## config.mk

```make
export PLATFORM = sky130hd
export DESIGN_NAME = cpu_intr_ctrl
export DESIGN_NICKNAME = d
export VERILOG_FILES = /design/src/rtl/cpu_intr_ctrl.sv
export SDC_FILE = /design/constraint.sdc
export NUM_CORES = 1
export LEC_CHECK = 0
export BUFFER_PORTS_ARGS = -buffer_cell sky130_fd_sc_hd__buf_2
export CORE_MARGIN = 8
export CORE_UTILIZATION = 60
export DETAILED_ROUTE_END_ITERATION = 10
export PLACE_DENSITY = 0.83
export SYNTH_ARGS = -nofsm -noshare
export SYNTH_HDL_FRONTEND = slang
export SYNTH_SLANG_ARGS = --single-unit
```

## constraint.sdc

```tcl
create_clock -name clk -period 2.5 [get_ports clk]
set_clock_uncertainty 0.1 [all_clocks]
set_input_delay 0.375 -clock clk [delete_from_list [all_inputs] [get_ports clk]]
set_output_delay 0.375 -clock clk [all_outputs]
set_load 0.02 [all_outputs]
```

## src/rtl/cpu_intr_ctrl.sv

```systemverilog
// cpu_intr_ctrl
// -------------
// Interrupt controller sitting between N_SRC external event sources and the
// CPU core. Sources are sampled every cycle into pending bits; the lowest
// pending-and-enabled index wins arbitration. Its index and vector-table
// entry are latched, and a request/acknowledge/return handshake runs with the
// core. Only one handler can be in service at a time, so there is no nesting.
//
// Build option:
//   CPU_INTR_EDGE_EN  defined   -> edge-triggered pending bits
//                                  (a pending bit sets on a rising source and
//                                  clears when its request is acknowledged)
//                     undefined -> level-sensitive (pending mirrors the
//                                  sampled sources)
//
// Ports:
//   clk          single clock, all state on the rising edge
//   reset        synchronous, active-high
//   src_i        raw interrupt sources
//   gie_i        global interrupt enable from the core
//   ien_we_i     write strobe for the per-source enable register
//   ien_wdata_i  new enable value
//   vec_we_i     write strobe for one vector-table entry
//   vec_idx_i    vector-table entry index (out-of-range writes are dropped)
//   vec_wdata_i  vector-table entry value
//   ack_i        core accepts the current request
//   ret_i        core returns from the handler
//   irq_o        interrupt request to the core (registered)
//   vec_o        latched vector of the current request/handler (registered)
//   id_o         latched source index (registered)
//   busy_o       handler in service (registered)
//   pending_o    pending bits
//   ien_o        enable register readback
module cpu_intr_ctrl #(
  parameter int          N_SRC      = 4,
  parameter int          VEC_W      = 32,
  parameter logic [31:0] VEC_BASE   = 32'h0000_0100,
  parameter logic [31:0] VEC_STRIDE = 32'h0000_0010,
  localparam int         ID_W       = (N_SRC > 1) ? $clog2(N_SRC) : 1
) (
  input  logic             clk,
  input  logic             reset,
  input  logic [N_SRC-1:0] src_i,
  input  logic             gie_i,
  input  logic             ien_we_i,
  input  logic [N_SRC-1:0] ien_wdata_i,
  input  logic             vec_we_i,
  input  logic [ID_W-1:0]  vec_idx_i,
  input  logic [VEC_W-1:0] vec_wdata_i,
  input  logic             ack_i,
  input  logic             ret_i,
  output logic             irq_o,
  output logic [VEC_W-1:0] vec_o,
  output logic [ID_W-1:0]  id_o,
  output logic             busy_o,
  output logic [N_SRC-1:0] pending_o,
  output logic [N_SRC-1:0] ien_o
);

  typedef enum logic [1:0] {
    ST_IDLE   = 2'd0,
    ST_REQ    = 2'd1,
    ST_ACTIVE = 2'd2
  } state_t;

  state_t           state_r;
  logic [N_SRC-1:0] src_q_r;
  logic [N_SRC-1:0] ien_r;
  logic [VEC_W-1:0] vec_table_r [N_SRC];

  logic [N_SRC-1:0] pending_s;
  logic [N_SRC-1:0] cand_s;
  logic             any_cand_s;
  logic [ID_W-1:0]  sel_idx_s;

  // Lowest set index of a request vector (index 0 has the highest priority).
  function automatic logic [ID_W-1:0] lowest_set(input logic [N_SRC-1:0] v);
    logic [ID_W-1:0] r;
    r = {ID_W{1'b0}};
    for (int i = N_SRC - 1; i >= 0; i--) begin
      if (v[i]) begin
        r = ID_W'(i);
      end else begin
        r = r;
      end
    end
    return r;
  endfunction

  // Source sampling register.
  always_ff @(posedge clk) begin
    if (reset) begin
      src_q_r <= {N_SRC{1'b0}};
    end else begin
      src_q_r <= src_i;
    end
  end

`ifdef CPU_INTR_EDGE_EN
  logic [N_SRC-1:0] pending_r;
  logic [N_SRC-1:0] ack_clr_s;

  // One-hot clear of the pending bit whose request is being acknowledged.
  always_comb begin
    ack_clr_s = {N_SRC{1'b0}};
    if ((state_r == ST_REQ) && ack_i) begin
      for (int i = 0; i < N_SRC; i++) begin
        ack_clr_s[i] = (int'(id_o) == i);
      end
    end else begin
      ack_clr_s = {N_SRC{1'b0}};
    end
  end

  // Edge-triggered pending bits; a new rising edge beats the ack clear.
  always_ff @(posedge clk) begin
    if (reset) begin
      pending_r <= {N_SRC{1'b0}};
    end else begin
      pending_r <= (pending_r & ~ack_clr_s) | (src_i & ~src_q_r);
    end
  end

  assign pending_s = pending_r;
`else
  // Level-sensitive: the sampled sources are the pending bits.
  assign pending_s = src_q_r;
`endif

  // Per-source enable register.
  always_ff @(posedge clk) begin
    if (reset) begin
      ien_r <= {N_SRC{1'b0}};
    end else if (ien_we_i) begin
      ien_r <= ien_wdata_i;
    end else begin
      ien_r <= ien_r;
    end
  end

  // Vector table: reset to an arithmetic progression, single-entry writes.
  always_ff @(posedge clk) begin
    if (reset) begin
      for (int i = 0; i < N_SRC; i++) begin
        vec_table_r[i] <= VEC_W'(VEC_BASE + (32'(i) * VEC_STRIDE));
      end
    end else if (vec_we_i && (int'(vec_idx_i) < N_SRC)) begin
      vec_table_r[vec_idx_i] <= vec_wdata_i;
    end else begin
      vec_table_r <= vec_table_r;
    end
  end

  // Arbitration among pending and enabled sources.
  always_comb begin
    cand_s     = pending_s & ien_r;
    any_cand_s = |cand_s;
    sel_idx_s  = lowest_set(cand_s);
  end

  // Request/acknowledge/return handshake with registered outputs.
  always_ff @(posedge clk) begin
    if (reset) begin
      state_r <= ST_IDLE;
      irq_o   <= 1'b0;
      busy_o  <= 1'b0;
      id_o    <= {ID_W{1'b0}};
      vec_o   <= {VEC_W{1'b0}};
    end else begin
      case (state_r)
        ST_IDLE: begin
          if (gie_i && any_cand_s) begin
            state_r <= ST_REQ;
            irq_o   <= 1'b1;
            id_o    <= sel_idx_s;
            vec_o   <= vec_table_r[sel_idx_s];
          end
        end
        ST_REQ: begin
          // ack takes precedence over a simultaneous gie drop.
          if (ack_i) begin
            state_r <= ST_ACTIVE;
            irq_o   <= 1'b0;
            busy_o  <= 1'b1;
          end else if (!gie_i) begin
            state_r <= ST_IDLE;
            irq_o   <= 1'b0;
          end
        end
        ST_ACTIVE: begin
          if (ret_i) begin
            state_r <= ST_IDLE;
            busy_o  <= 1'b0;
          end
        end
        default: begin
          state_r <= ST_IDLE;
          irq_o   <= 1'b0;
          busy_o  <= 1'b0;
        end
      endcase
    end
  end

  assign pending_o = pending_s;
  assign ien_o     = ien_r;

endmodule

```

==> impl_metrics.ini, run 1 <==
[outcome]
status = completed

[timing]
setup_slack_ps = 572
drv_slew = 0
slew_headroom_pct = 44.8
setup_tns_ps = 0
worst_pin_slew_ps = 829
fin_crit_sh_pct = 77.1
rsz0062_at_grt = false
finalSetupViolations = 0
fmax_ghz = 0.519
min_period_ps = 1930
hold_viol_final = 0

[final_layout]
final_util_pct = 75.0
synthToLayoutAreaGrowth_pct = 22.5
num_antenna_cells = 0
multi_input_area_mm2 = 0.00283
final_common_cell = nand2_1
fill_cells = 724
layout_common_cells = nand2_1, dfxtp_1, a21oi_1
register_area_mm2 = 0.00348
fin_cells = 1024
drive_gt1_share_pct = 17.3
finalNetCount = 921

[cts]
clock_latency_ps = 550
cts.clk_slew.worst_paths_ps = 70
cts_setup_buffers = 0
clockBufferDepth = 2
cts.sinks = 174
clk_root_buffer_cell = clkbuf_8
cts_buffers = 17
cts_tree = yes
cts-htree-levels = 4

[worst_setup_path]
end_kind = flop
start_kind = flop
critical_path_class = flop to flop
critPathSlowestCell = a221oi_1
max_stage_delay_ps = 440
worstPathCellList = and2_1, buf_4, nor2_2, buf_4, a221oi_1, o2bb2ai_1
critPathMaxFanout = 32
crit_top_cell = buf_4
required_ps = 2830
arrival_ps = 2260

[drt]
num_vias = 6369
routed_wl_um = 19400
avgViaCountPerCell = 6.22
ant_nets = 0
drt_iter0_drc = 626
detail_route.first_pass.iterations = 7
wl_per_cell_um = 18.9
drc_errors = 0

[synth]
avgSynthCellArea_um2 = 8.50
yosysWarnings = 0
yosysUniqueCellTypes = 30
ys_seq_elements = 174
netlist_area_mm2 = 0.00661
seq_area_frac_synth_pct = 52.7
synth_cells = 777
syn-num-nets = 826

[run]
maxCapViolCount = 0

[placed_design]
pre_cts_ws_ps = 502
place_congestion = 0.802
io_buffers = 92
dp.cells = 964
post-dp-hpwl_um = 11900

[die]
fp.coreArea_mm2 = 0.0108
start_util_pct = 61.2
die_x_um = 121
row_count = 38
die_h_um = 121
ios = 93
die_area_mm2 = 0.0146

[global_route]
grt_start_max_net_pins = 85
grtUsageTotal_pct = 26.4
grt_pass1_wl_um = 30900
grt-ovfl-total = 0
grt_pass1_vias = 6233
grt_antenna_before_repair = 0

[hold_path]
hold_class = input pin to flop

[power]
powerDensity_mw_per_mm2 = 794
peakVddDrop_uv = 682
p_leak_nw = 3.02
worst paths after layout:
path | startpoint | slack, ps | end | cells past startpoint
worst max-delay path | ien_o[2]$_SDFFE_PP0P_ | 570 | vec_o[16]$_SDFFE_PP0P_ | 6
worst min-delay path | vec_wdata_i[3] | 10 | vec_table_r[3]$_SDFFE_PP0P_ | 3
worst max register to register | ien_o[2]$_SDFFE_PP0P_ | 570 | vec_o[16]$_SDFFE_PP0P_ | 6
worst min register to register | vec_table_r[57]$_SDFFE_PP0P_ | 360 | vec_table_r[57]$_SDFFE_PP0P_ | 2
cell families after synthesis:
kind of cell | after synthesis | synth area share [%]
flops | 174 | 52.7
buf+inv | 68 | 4.72
simple gates | 303 | 18.9
compound gates | 228 | 23.0
mux | 4 | 0.606
Yosys cell counts, drive strengths merged:
| library cell | number | area share, % |
|---|---|---|
| or3b | 1 | 0.13 |
| nor3 | 2 | 0.23 |
| a22o | 2 | 0.27 |
| a211oi | 1 | 0.11 |
| a221oi | 32 | 4.2 |
| nor4b | 1 | 0.13 |
| nand3 | 3 | 0.23 |
| or2 | 2 | 0.19 |
| a21oi | 126 | 9.5 |
| nor2 | 14 | 1.1 |
| o21a | 1 | 0.23 |
| nand2 | 262 | 15 |
| clkbuf | 37 | 2.1 |
| o221ai | 32 | 4.2 |
| and3 | 1 | 0.095 |
| nand2b | 2 | 0.19 |
| o2bb2ai | 32 | 4.2 |
| nor3b | 2 | 0.38 |
| nor2b | 4 | 0.38 |
| o21ai | 2 | 0.15 |
| mux2i | 4 | 0.61 |
| buf | 31 | 2.6 |
| dfxtp | 174 | 53 |
| nand3b | 8 | 0.91 |
| and2 | 1 | 0.095 |
metrics by stage:
step                      hold WS [ps]  instance area [µm²]  power (mW)
final                             11.8                 8090        6.43
after CTS                        0.772                 8090        6.43
after detailed placement           341                 7140        3.48
after global placement             341                 7140        3.45
after global routing              11.9                 8090        6.60
after floorplan                    336                 6610        3.29
flip-flops by register name, summed over array words and instances (netlist names):
name / cells
irq_o: 1
state_r: 2
vec_table_r: 128
vec_o: 32
busy_o: 1
ien_o: 4
pending_o: 4
id_o: 2
power by group:
part	total (mW)	internal, mW	switching, mW
clock	2.96	1.90	1.06
combinational	0.536	0.199	0.337
sequential	2.93	2.87	0.0608
timing repair:
item / CTS / global route
resized for setup: 0 / 0
hold endpoints to repair: 64 / 0
hold buffers: 29 / 0
setup endpoints to repair: 0 / 0
layer usage:
layer / track usage, % / up-vias / share of wire, %
met1: 29.1 / 3042 / 37
met2: 46.2 / 354 / 51
met5: 0 / - / 0
met3: 5.82 / 72 / 7.9
li1: - / 2901 / -
met4: 15.0 / 0 / 4.0
final cells by class:
type / count / area share (%)
clock buffer: 21 / 5.67
clock inverter: 10 / 2.58
multi-input combinational: 535 / 35.0
sequential: 174 / 43.0
tap: 140 / 2.16
timing repair buffer: 144 / 11.6
critical path, delay by kind of cell, from the launching register on:
| kind | cells | cell delay, ps |
|---|---|---|
| simple gates | 2 | 240 |
| compound gates | 2 | 530 |
| flops | 1 | 370 |
| buf+inv | 2 | 550 |
Power figures use the tool's default switching activity.
==> run 2, diff against run 1 <==
--- a/config.mk
+++ b/config.mk
@@ -7,9 +7,9 @@
 export LEC_CHECK = 0
 export BUFFER_PORTS_ARGS = -buffer_cell sky130_fd_sc_hd__buf_2
 export CORE_MARGIN = 8
-export CORE_UTILIZATION = 60
+export CORE_UTILIZATION = 57
 export DETAILED_ROUTE_END_ITERATION = 10
-export PLACE_DENSITY = 0.83
+export PLACE_DENSITY = 0.79
 export SYNTH_ARGS = -nofsm -noshare
 export SYNTH_HDL_FRONTEND = slang
 export SYNTH_SLANG_ARGS = --single-unit
==> constraint.sdc (replaced) <==
create_clock -name clk -period 1.9 [get_ports clk]
set_clock_uncertainty 0.1 [all_clocks]
set_input_delay 0.285 -clock clk [delete_from_list [all_inputs] [get_ports clk]]
set_output_delay 0.285 -clock clk [all_outputs]
set_load 0.02 [all_outputs]
==> impl_metrics.ini, run 2 (synthesis results as in run 1) <==
[outcome]
status = completed

[final_layout]
drive_gt1_share_pct = 17.0
fill_cells = 916
fin_area_mm2 = 0.00783
reg.largest.list = vec_table_r: 128 flops, vec_o: 32 flops
largest_reg_flops = 128
num_antenna_cells = 0
fin_cells = 998
synthToLayoutAreaGrowth_pct = 18.5
register_area_mm2 = 0.00348
layout_common_cells = nand2_1, dfxtp_1, a21oi_1
final_util_pct = 68.9
final_common_cell = nand2_1
multi_input_area_mm2 = 0.00283
regMostFlops = vec_table_r
finalNetCount = 892

[cts]
cts.sinks = 174
hold_buffers = 5
clock_latency_ps = 420
clk_root_buffer_cell = clkbuf_16
clockBufferDepth = 2
cts_resized = 0
cts_buffers = 17
cts_tree = yes
cts-htree-levels = 4
cts_setup_buffers = 0
cts.clk_slew.worst_paths_ps = 60

[worst_setup_path]
required_ps = 2140
r2r_cells = 5
start_kind = flop
critPathMaxFanout = 21
r2r_slack_ps = 310
timing.rr.start = pending_o[0]$_SDFF_PP0_
critical_path_class = flop to flop
arrival_ps = 1830
r2r_end = vec_o[18]$_SDFFE_PP0P_
startpoint = pending_o[0]$_SDFF_PP0_
cp-endpoint = vec_o[18]$_SDFFE_PP0P_
end_kind = flop

[drt]
routed_wl_um = 18400
ant_nets = 0
num_vias = 5944
drc_errors = 0
wl_per_cell_um = 18.4
avgViaCountPerCell = 5.96
detail_route.first_pass.iterations = 6
drt_iter0_drc = 493

[placed_design]
io_buffers = 92
post-dp-hpwl_um = 10800
place_congestion = 0.763
dpl-instance-area_mm2 = 0.00719
dp.cells = 962

[global_route]
grtUsageTotal_pct = 24.5
grt-ovfl-total = 0
grt_start_max_net_pins = 92
grt_pass1_vias = 6045
grt_pass1_wl_um = 29500
grt_antenna_before_repair = 0

[power]
clock_power_share_pct = 43.5
power_frac_comb_pct = 8.4
p_seq_share_pct = 48.1
powerDensity_mw_per_mm2 = 1020
p_leak_nw = 2.89
swShare_pct = 22.9
p_int_mw = 6.18
peakVddDrop_uv = 984
p_switching_mw = 1.84

[die]
die_h_um = 124
start_util_pct = 58.1
ios = 93
fp.coreArea_mm2 = 0.0114
row_count = 39
die_area_mm2 = 0.0153
die_x_um = 124

[timing]
hold_viol_final = 0
drv_slew = 0
fmax_ghz = 0.630
fin_crit_sh_pct = 83.5
setup_tns_ps = 0
finalSetupViolations = 0
rsz0062_at_grt = false
slew_headroom_pct = 70.7
min_period_ps = 1590
worst_pin_slew_ps = 439

[hold_path]
hold_class = input pin to flop
min_from = ien_wdata_i[3]
whs_path_depth = 3

[run]
maxCapViolCount = 0
## run 2: cell count changes in the layout (fill, tap and decap cells not counted), sizes merged
cell | before | now
bufinv | 6 | 3
clkinv | 2 | 4
clkinvlp | 2 | 0
dlygate4sd3 | 29 | 5
clkbuf | 21 | 24
buf | 115 | 110
## run 2: area by class of cell
class	count	area share, %
Clock buffer	24	6.15
Sequential cell	174	44.5
Tap cell	143	2.28
Clock inverter	7	1.41
Multi-Input combinational cell	535	36.1
Timing Repair Buffer	115	9.55
## run 2: worst min-delay path by stage
stage and endpoint:
6_report ien_o[3]$_SDFFE_PP0P_, 5_1_grt vec_table_r[85]$_SDFFE_PP0P_, 4_1_cts ien_o[1]$_SDFFE_PP0P_, 3_5_place_dp vec_o[30]$_SDFFE_PP0P_, 3_3_place_gp vec_table_r[15]$_SDFFE_PP0P_, 2_1_floorplan vec_table_r[37]$_SDFFE_PP1P_
## run 2: power groups by stage
stage / Sequential, mW / Clock [mW] / Combinational (mW)
3_3_place_gp: 3.93 / 0 / 0.632
5_1_grt: 3.87 / 3.67 / 0.730
3_5_place_dp: 3.93 / 0 / 0.657
2_1_floorplan: 3.96 / 0 / 0.362
4_1_cts: 3.85 / 3.51 / 0.670
6_report: 3.86 / 3.49 / 0.671
## run 2: through the flow
step	power, mW	worst slack (ps)	hold slack [ps]
2_1_floorplan	4.32	367	306
3_3_place_gp	4.56	381	341
3_5_place_dp	4.59	348	343
4_1_cts	8.04	312	4.72
5_1_grt	8.27	254	27.2
6_report	8.02	313	27.3
## run 2: worst max-delay path, stage by stage, from the launching register on
cell and delay [ps]:
dfxtp_1 320, a22o_1 260, o21a_4 250, nor2_8 220, buf_12 210, o2bb2ai_1 140
## run 2: layer usage
layer  global-route usage, %  vias to the layer above  share of wire [%]  wire (µm)
met3                    5.44                       20                5.7       1050
met1                    26.4                     2886                 40       7440
met4                    10.5                        0                1.1        206
li1                        -                     2845                  -          -
met2                    45.0                      193                 53       9720
met5                       0                        -                  0          0
==> run 3, diff against run 2 <==
==> constraint.sdc (replaced) <==
create_clock -name clk -period 1.54 [get_ports clk]
set_clock_uncertainty 0.1 [all_clocks]
set_input_delay 0.231 -clock clk [delete_from_list [all_inputs] [get_ports clk]]
set_output_delay 0.231 -clock clk [all_outputs]
set_load 0.02 [all_outputs]
==> impl_metrics.ini, run 3 (synthesis results as in run 1) <==
[final_layout]
reg.largest.list = vec_table_r: 128 flops, vec_o: 32 flops
final_common_cell = nand2_1
regMostFlops = vec_table_r
fill_cells = 708
layout_common_cells = nand2_1, dfxtp_1, a21oi_1
drive_gt1_share_pct = 23.7
register_area_mm2 = 0.00349
largest_reg_flops = 128
fin_cells = 1054
fin_area_mm2 = 0.00889
multi_input_area_mm2 = 0.00316
finalNetCount = 946
synthToLayoutAreaGrowth_pct = 34.5
final_util_pct = 78.2

[timing]
finalSetupViolations = 30
min_period_ps = 1620
fin_crit_sh_pct = 105
slew_headroom_pct = 66.1
setup_slack_ps = -81.9
drv_slew = 0
hold_viol_final = 0
rsz0062_at_grt = true
fmax_ghz = 0.617
setup_tns_ps = -1130
worst_pin_slew_ps = 508

[drt]
routed_wl_um = 22300
drc_errors = 0
avgViaCountPerCell = 6.25
wl_per_cell_um = 21.1
detail_route.first_pass.iterations = 5
drt_iter0_drc = 861
num_vias = 6583
ant_nets = 0

[worst_setup_path]
r2r_cells = 4
critPathMaxFanout = 33
startpoint = pending_o[2]$_SDFF_PP0_
r2r_end = vec_o[20]$_SDFFE_PP0P_
cp-endpoint = vec_o[20]$_SDFFE_PP0P_
end_kind = flop
required_ps = 1740
arrival_ps = 1820
start_kind = flop
r2r_slack_ps = -80
critical_path_class = flop to flop
timing.rr.start = pending_o[2]$_SDFF_PP0_

[cts]
cts-htree-levels = 4
cts.sinks = 174
cts.clk_slew.worst_paths_ps = 60
cts_tree = yes
cts_buffers = 17
clk_root_buffer_cell = clkbuf_16
clockBufferDepth = 2
clock_latency_ps = 430

[global_route]
grt-ovfl-total = 0
grt_pass1_vias = 6254
grtUsageTotal_pct = 25.4
grt_start_max_net_pins = 117
grt_antenna_before_repair = 1
grt_pass1_wl_um = 30500

[power]
p_leak_nw = 3.31
finalPower_mw = 10.5
peakVddDrop_uv = 1290
powerDensity_mw_per_mm2 = 1180

[run]
maxCapViolCount = 0

[hold_path]
min_from = vec_wdata_i[26]
hold_class = input pin to flop

[placed_design]
post-dp-hpwl_um = 11100
dpl-instance-area_mm2 = 0.00729
io_buffers = 92
place_congestion = 0.774
dp.cells = 969

[die]
start_util_pct = 58.1
ios = 93
die_h_um = 124
fp.coreArea_mm2 = 0.0114
row_count = 39
die_x_um = 124
die_area_mm2 = 0.0153

[outcome]
violations = negative setup slack
status = finished with violations
-- run 3: report_power, final --
part | leakage (nW) | total, mW | switching (mW) | internal [mW]
sequential | 1.42 | 4.78 | 0.115 | 4.66
combinational | 1.58 | 1.11 | 0.650 | 0.457
clock | 0.315 | 4.64 | 1.72 | 2.92
total | 3.31 | 10.5 | 2.49 | 8.04
-- run 3: worst max-delay path: stages (launching register included) --
cell       delay (ps)
dfxtp_1           340
and2_2            250
buf_6             220
a221oi_1          490
o2bb2ai_4          80
-- run 3: cell type report --
| class | count | area share [%] |
|---|---|---|
| multi-input cells | 535 | 35.6 |
| clock buffers | 21 | 5.07 |
| well taps | 143 | 2.01 |
| clock inverters | 11 | 2.11 |
| diodes | 1 | 0.0282 |
| flip-flops and latches | 174 | 39.3 |
| repair buffers | 169 | 15.9 |
-- run 3: per-stage QoR --
step | hold slack [ps] | setup WS, ps
finish | 5.56 | -81.9
global route | 3.51 | -147
CTS | 2.34 | -2.83
detailed placement | 342 | -176
global placement | 340 | -72.5
floorplan | 252 | 7.29
-- run 3: what timing repair did --
| item | 4_1_cts | 5_1_grt |
|---|---|---|
| buffers inserted | 0 | 7 |
| gates cloned | 0 | 7 |
| pin swaps | 0 | 23 |
| resized for setup | 1 | 60 |
| hold buffers | 40 | 0 |
| endpoints found under the setup margin | 23 | 33 |
| endpoints found under the hold margin | 123 | 0 |
-- run 3: how the worst min path moves through the flow --
| stage | end | slack (ps) | cells past startpoint |
|---|---|---|---|
| after floorplan | vec_table_r[37]$_SDFFE_PP1P_ | 250 | 2 |
| after global placement | pending_o[0]$_SDFF_PP0_ | 340 | 2 |
| after detailed placement | vec_o[26]$_SDFFE_PP0P_ | 340 | 1 |
| after CTS | vec_table_r[58]$_SDFFE_PP0P_ | 2 | 3 |
| after global routing | vec_table_r[122]$_SDFFE_PP0P_ | 4 | 3 |
| final | vec_table_r[122]$_SDFFE_PP0P_ | 6 | 3 |
-- run 3: layer usage --
metal / vias to the layer above / GRT usage, % / wire length, µm / part of all wire [%]
met4: 0 / 13.0 / 922 / 4.1
met3: 91 / 5.21 / 2030 / 9.1
met1: 3135 / 27.9 / 8220 / 37
met2: 393 / 45.5 / 11100 / 50
met5: - / 0 / 0 / 0
li1: 2964 / - / - / -
